File: config.mk
export PLATFORM = sky130hd
export DESIGN_NAME = valid_pattern_generator
export DESIGN_NICKNAME = d
export VERILOG_FILES = /design/src/rtl/valid_pattern_generator.sv
export SDC_FILE = /design/constraint.sdc
export NUM_CORES = 1
export LEC_CHECK = 0
export CORE_ASPECT_RATIO = 0.75
export CORE_MARGIN = 2
export CORE_UTILIZATION = 40
export CTS_CLUSTER_SIZE = 14
export DETAILED_ROUTE_END_ITERATION = 8
export PLACE_DENSITY = 0.68
export SLEW_MARGIN = 40
export SYNTH_ARGS = -nofsm -noshare
export SYNTH_HDL_FRONTEND = slang
export SYNTH_SLANG_ARGS = --single-unit
export TNS_END_PERCENT = 20
File: constraint.sdc
create_clock -name i_clk -period 4.9 [get_ports i_clk]
set_input_delay 0.49 -clock i_clk [delete_from_list [all_inputs] [get_ports i_clk]]
set_output_delay 0.49 -clock i_clk [all_outputs]
set_load 0.005 [all_outputs]
File: src/rtl/valid_pattern_generator.sv
// TX valid-lane word generator: VALTRAIN bursts framed by zero lead/trail words,
// mission-mode framing per functional beat, and single-word error injection.
module valid_pattern_generator #(
  parameter int ITER_W      = 8,
  parameter int LEAD_WORDS  = 2,
  parameter int TRAIL_WORDS = 2
) (
  input  logic              i_clk,
  input  logic              i_rst_n,
  input  logic              i_start_valtrain,
  input  logic [ITER_W-1:0] i_iter_count,
  input  logic              i_abort,
  input  logic              i_func_valid,
  input  logic              i_ser_ready,
  input  logic              i_inject_err,
  output logic [31:0]       o_tvld_l,
  output logic              o_busy,
  output logic              o_done,
  output logic              o_err_injected
);

  localparam logic [31:0]       PATTERN     = 32'hF0F0F0F0;
  localparam logic [31:0]       ERR_PATTERN = 32'hF0F0F0F1;
  localparam logic [3:0]        LEAD_LAST   = 4'(LEAD_WORDS - 1);
  localparam logic [3:0]        TRAIL_LAST  = 4'(TRAIL_WORDS - 1);
  localparam logic [ITER_W-1:0] ITER_ONE    = ITER_W'(1);

  typedef enum logic [1:0] {S_IDLE, S_LEAD, S_BURST, S_TRAIL} state_t;

  state_t              state_q, state_d;
  logic [31:0]         tvld_q, tvld_d;
  logic                busy_q, busy_d;
  logic                done_q, done_d;
  logic                err_q, err_d;
  logic                inj_q, inj_d;
  logic [3:0]          lead_q, lead_d;
  logic [3:0]          trail_q, trail_d;
  logic [ITER_W-1:0]   iter_q, iter_d;
  logic [ITER_W-1:0]   remain_q, remain_d;
  logic                load_pat;

  always_ff @(posedge i_clk or negedge i_rst_n) begin
    if (!i_rst_n) begin
      state_q  <= S_IDLE;
      tvld_q   <= '0;
      busy_q   <= 1'b0;
      done_q   <= 1'b0;
      err_q    <= 1'b0;
      inj_q    <= 1'b0;
      lead_q   <= '0;
      trail_q  <= '0;
      iter_q   <= '0;
      remain_q <= '0;
    end else begin
      state_q  <= state_d;
      tvld_q   <= tvld_d;
      busy_q   <= busy_d;
      done_q   <= done_d;
      err_q    <= err_d;
      inj_q    <= inj_d;
      lead_q   <= lead_d;
      trail_q  <= trail_d;
      iter_q   <= iter_d;
      remain_q <= remain_d;
    end
  end

  always_comb begin
    state_d  = state_q;
    tvld_d   = tvld_q;
    busy_d   = busy_q;
    done_d   = 1'b0;
    err_d    = 1'b0;
    inj_d    = inj_q | i_inject_err;
    lead_d   = lead_q;
    trail_d  = trail_q;
    iter_d   = iter_q;
    remain_d = remain_q;
    load_pat = 1'b0;

    case (state_q)
      S_IDLE: begin
        // Start is accepted regardless of serializer readiness and beats func_valid.
        if (i_start_valtrain) begin
          iter_d = i_iter_count;
          tvld_d = '0;
          if (i_iter_count != '0) begin
            state_d = S_LEAD;
            busy_d  = 1'b1;
            lead_d  = '0;
          end else begin
            done_d = 1'b1;
          end
        end else if (i_ser_ready) begin
          tvld_d = i_func_valid ? PATTERN : '0;
        end
      end
      S_LEAD: begin
        if (i_ser_ready) begin
          if (lead_q == LEAD_LAST) begin
            state_d  = S_BURST;
            remain_d = iter_q;
            load_pat = 1'b1;
          end else begin
            lead_d = lead_q + 4'd1;
          end
        end
      end
      S_BURST: begin
        // remain counts words still to be consumed, including the one on the lane.
        if (i_ser_ready) begin
          remain_d = (remain_q != '0) ? remain_q - ITER_ONE : '0;
          if (remain_q <= ITER_ONE) begin
            state_d = S_TRAIL;
            tvld_d  = '0;
            trail_d = '0;
          end else begin
            load_pat = 1'b1;
          end
        end
      end
      S_TRAIL: begin
        if (i_ser_ready) begin
          if (trail_q == TRAIL_LAST) begin
            state_d = S_IDLE;
            busy_d  = 1'b0;
            done_d  = 1'b1;
            tvld_d  = '0;
          end else begin
            trail_d = trail_q + 4'd1;
          end
        end
      end
      default: state_d = S_IDLE;
    endcase

    // A pending injection is spent on the next pattern word actually loaded.
    if (load_pat) begin
      if (inj_q) begin
        tvld_d = ERR_PATTERN;
        err_d  = 1'b1;
        inj_d  = i_inject_err;
      end else begin
        tvld_d = PATTERN;
      end
    end

    if (i_abort && (state_q != S_IDLE)) begin
      state_d = S_IDLE;
      tvld_d  = '0;
      busy_d  = 1'b0;
      done_d  = 1'b0;
      err_d   = 1'b0;
      inj_d   = 1'b0;
    end
  end

  assign o_tvld_l       = tvld_q;
  assign o_busy         = busy_q;
  assign o_done         = done_q;
  assign o_err_injected = err_q;

endmodule
Word level (Yosys, flattened, before mapping)
Index checks and enable logic that the tools add are counted.
- bits of input ports: 15
- output and inout port bits: 35
- logic and storage cells: 118
- register bits after elaboration: 62
- magnitude comparators: 1
- reduce and logical (&&, ||, !) cells: 17
- multiplexer cells: 59
- bitwise gates (word level): 1
- equality and inequality tests: 27
- $add $sub $neg: 3
- operator list (cell ; number):
    two-way mux 32 bit ; 9
    case mux 32 bit (3 select lines) ; 1
    two-way mux 4 bit ; 8
    two-way mux 8 bit ; 4
    inequality test 3 bit (second input constant) ; 8
    two-way mux 1 bit ; 21
    two-way mux 2 bit ; 9
    inequality test 2 bit (second input constant) ; 9
    inequality test 4 bit (second input constant) ; 4
    case mux 4 bit (2 select lines) ; 2
    case mux 8 bit (2 select lines) ; 1
    nonzero test 8 bit ; 2
    AND reduction 5 bit ; 3
    adder 4 x 1 -> 4 bit (second input constant) ; 2
    == test 4 x 1 -> 1 bit (second input constant) ; 2
    <= comparator 8 x 1 -> 1 bit (second input constant) ; 1
    case mux 2 bit (4 select lines) ; 1
    AND reduction 8 bit ; 1
    nonzero test 2 bit ; 4
    subtractor 8 x 1 -> 8 bit (second input constant) ; 1
    case mux 1 bit (2 select lines) ; 3
    AND reduction 6 bit ; 1
    inequality test 5 bit (second input constant) ; 1
    nonzero test 5 bit ; 1
    8 further kinds ; 9

Longest topological paths before layout
- word-level depth: 6
- mapped depth: 8
- mapped depth without buffers: 7

Worst setup path after synthesis
OpenSTA, ideal clock, no wires.
- kind: reg2reg
- start point: register remain_q[0]
- end point: register remain_q[2]
- path buffers: 0
- clock period less this slack: 1.838 ns
- arrival: 1.706 ns
- cell stages (with the launch flop): 8
- data required time: 4.768 ns
- setup time: 0.132 ns
- setup slack: 3.062 ns
- cell sequence: dfrtp_1 -> inv_1 -> ha_1 -> or4b_1 -> o21ai_1 -> nor3b_1 -> a21oi_1 -> o21ai_1
- cells in the longest elaborated chain, start to end: 4
- elaborated cells between the ends (all ways): 5
- those cells by class: 1 x add/sub; 3 x mux; 1 x reduce/logical
- ends and longest elaborated chain (what ; RTL line ; text):
    start: declaration ; 39 ; logic [ITER_W-1:0] remain_q, remain_d;
    start signal: assignment ; 64 ; remain_q <= remain_d;
    subtractor 8 x 1 -> 8 bit / nonzero test 8 bit (equally long branches) ; 112 ; remain_d = (remain_q != '0) ? remain_q - ITER_ONE : '0;
    two-way mux 8 bit * ; 112 ;
    two-way mux 8 bit * ; 111 ; if (i_ser_ready) begin
    case mux 8 bit (2 select lines) * ; 81 ; case (state_q)
Mark *: on every way between the ends. The rest lies on a longest branch, timed or not. The select of a mux whose other input is x is not followed.
A chain may end at the register's enable or synchronous reset.

Worst setup path in the final report
- start point: register state_q[0]
- end point: register tvld_q[0] (netlist: o_tvld_l[0])
- cells in the longest elaborated chain, start to end: 4
- elaborated cells between the ends (all ways): 17
- those cells by class: 8 x eq/ne; 4 x mux; 5 x reduce/logical
- ends and longest elaborated chain (what ; RTL line ; text):
    start: declaration ; 30 ; state_t state_q, state_d;
    start signal: assignment ; 55 ; state_q <= state_d;
    == test 2 bit, or another cell as far along ; 81 ;
    case mux 1 bit (2 select lines), or another cell as far along ; 81 ;
    inequality test 5 bit (no line), or another cell as far along ; -- ;
    AND reduction 6 bit (no line) / two-way mux 32 bit (equally long branches) ; -- ;
    end signal: assignment ; 56 ; tvld_q <= tvld_d;
    end: declaration ; 31 ; logic [31:0] tvld_q, tvld_d;
Parallel ways exist; a longest one is shown, timed or not.

==> impl_metrics.ini <==
[setup_path]
path_max_fanout = 15
cp_cell_sequence = inv_1, ha_1, inv_2, or4_4, o2111ai_2, nor3b_2, a211o_1
slowest_stage = or4_4
path_buf_inv = 2
critical_path.startpoint_type = register
crit_required_ns = 5.08
endpoint_kind = register
cp_top_family = simple AND/OR/NAND/NOR gates
arrival_ns = 2.47
cpPeakStageDelay_ns = 0.57
crit_type = register to register

[timing]
hold_violations = 0
relSlewSlack = 0.647
hold_ws_ns = 0.476
fin_crit_sh = 0.467
fin_skew_ns = 0.00700
fmaxAchievable_ghz = 0.437
tightestPinTransition_ns = 0.528
rsz0062_at_grt = no
finalSetupTns_ns = 0
final-setup-viol-count = 0
fin_crit_ns = 2.29
final_max_slew_viol_count = 0

[cts]
postCtsHoldBufs = 0
tritoncts = done
ctsResizeCount = 0
cts_setup_buffers = 0
clk_pin_slew_ns = 0.07
cts_sinks = 32
htree_levels = 2
cts_buffer_depth = 2
cts_buffers = 5
clock_latency_ns = 0.29
root_buffer = clkbuf_8

[logic_synthesis]
synthCells = 238
yosys_warnings = 0
avgSynthCellArea_um2 = 8.96
yosysUniqueCellTypes = 46
synth_area_um2 = 2130
ys_seq_elements = 32
synth-seq-area-share = 0.376
synth-async-reset-ratio = 1.00
synth_flop_cell = dfrtp_1
synth_edf_count = 0

[hold_path]
hold_path_class = register to register

[global_routing]
antenna_found_initial = 0
grt_usage = 0.157
grt_max_degree = 33
grt_pass1_wl_mm = 7.20
grt_pass1_vias = 1508
grt_overflow = 0

[place]
port_buffers = 34
routabilityCongestion = 0.829
dp_hpwl_mm = 3.22

[final_layout]
diodes = 0
final_common_cell = clkdlybuf4s50_1
drive_above_1_share = 0.101
layout.nets = 283
final_cell_mix = clkdlybuf4s50_1 (34), dfrtp_1 (32), o21ai_1 (23)
areaGrowthSynthToFinish_pct = 16.1

[outcome]
status = finished, final reports clean

[power_and_ir_drop]
peakVddDrop_mv = 0.208
leakage_nw = 1.05
p_per_area_nw_per_um2 = 566

[floorplan]
initial_utilization = 0.426
die_x_um = 88.3
core_area_um2 = 5010
die_h_um = 67.2
io_pins = 50
dieArea_um2 = 5940
rows = 22

[drt]
drtPass1Iterations = 4
viasPerCell = 4.98
wl_mm = 4.34
first_iter_violations = 78
wl_per_cell_um = 13.2
antenna_left = 0
detail_route.drc_violations = 0
vias = 1645

[flow_run]
max_cap_viol_count = 0
[cell type report]
class	instances	area, um2
fill	480	2530
tap	72	90.1
timing repair buffer	35	348
clock buffer	6	72.6
inverter	11	41.3
clock inverter	2	35.0
sequential	32	801
multi-input combinational	172	1090
[worst paths after layout]
kind,from,endpoint,slack [ns],cells past startpoint
max,state_q[0]$_DFFE_PN0P_,o_tvld_l[0]$_DFFE_PN0P_,2.61,7
min,o_busy$_DFFE_PN0P_,o_busy$_DFFE_PN0P_,0.48,1
max reg2reg,state_q[0]$_DFFE_PN0P_,o_tvld_l[0]$_DFFE_PN0P_,2.61,7
min reg2reg,o_busy$_DFFE_PN0P_,o_busy$_DFFE_PN0P_,0.48,1
max in group asynchronous,i_rst_n,iter_q[4]$_DFFE_PN0P_,3.98,2
min in group asynchronous,i_rst_n,lead_q[2]$_DFFE_PN0P_,0.61,2
[flip-flops by register name, indices dropped and copies added (netlist names)]
signal,cells
lead_q,4
iter_q,8
remain_q,8
o_tvld_l,2
inj_q,1
o_err_injected,1
o_busy,1
trail_q,4
o_done,1
state_q,2
[Yosys cell counts (3+ instances only)]
| library cell | instances | area share |
|---|---|---|
| dfrtp_1 | 32 | 0.38 |
| buf_4 | 30 | 0.11 |
| o21ai_1 | 23 | 0.054 |
| nor2_1 | 17 | 0.030 |
| nand2_1 | 14 | 0.025 |
| a21oi_1 | 12 | 0.028 |
| ha_1 | 11 | 0.065 |
| inv_1 | 10 | 0.018 |
| mux2_2 | 9 | 0.048 |
| nand3_1 | 9 | 0.021 |
| nor3_1 | 7 | 0.016 |
| clkbuf_1 | 5 | 0.0088 |
| nand2b_1 | 5 | 0.015 |
| o21ai_0 | 5 | 0.012 |
| nor2b_1 | 4 | 0.012 |
| nor3b_1 | 4 | 0.014 |
| or3_1 | 3 | 0.0088 |
[logic make-up (layout without fill, tap and decap cells)]
kind of cell	count (synthesis)	count (layout)	synth area share
AOI/OAI and AO/OA	57	57	0.164
DFF	32	32	0.376
other	1	15	0.00176
adders and majority gates	11	11	0.0646
buffers and inverters	48	54	0.139
muxes	10	10	0.0522
and+or+nand+nor	79	79	0.204
[stage by stage]
step                      worst slack, ns  total power [mW]   util  instance area (um2)  std cells
after global routing                 2.43              1.53  0.494                 2480        330
after detailed placement             2.50              1.15  0.473                 2370        322
after global placement               2.52              1.15  0.473                 2370        322
final                                2.61              1.40  0.494                 2480        330
after floorplan                      3.06             0.987      -                 2180        252
after CTS                            2.59              1.41  0.494                 2480        330
[per-layer routing]
layer | track usage | share of wire
met1 | 0.234 | 0.50
met3 | 0.0367 | 0.048
met2 | 0.229 | 0.45
met5 | 0 | 0
met4 | 0.0398 | 0.0046
[power by group]
group | switching [mW] | total [mW] | internal [mW] | leakage [nW]
clock | 0.102 | 0.253 | 0.151 | 0.0552
sequential | 0.0981 | 0.469 | 0.371 | 0.408
combinational | 0.351 | 0.680 | 0.329 | 0.584
Note: power is estimated with default switching activity, not from simulation.
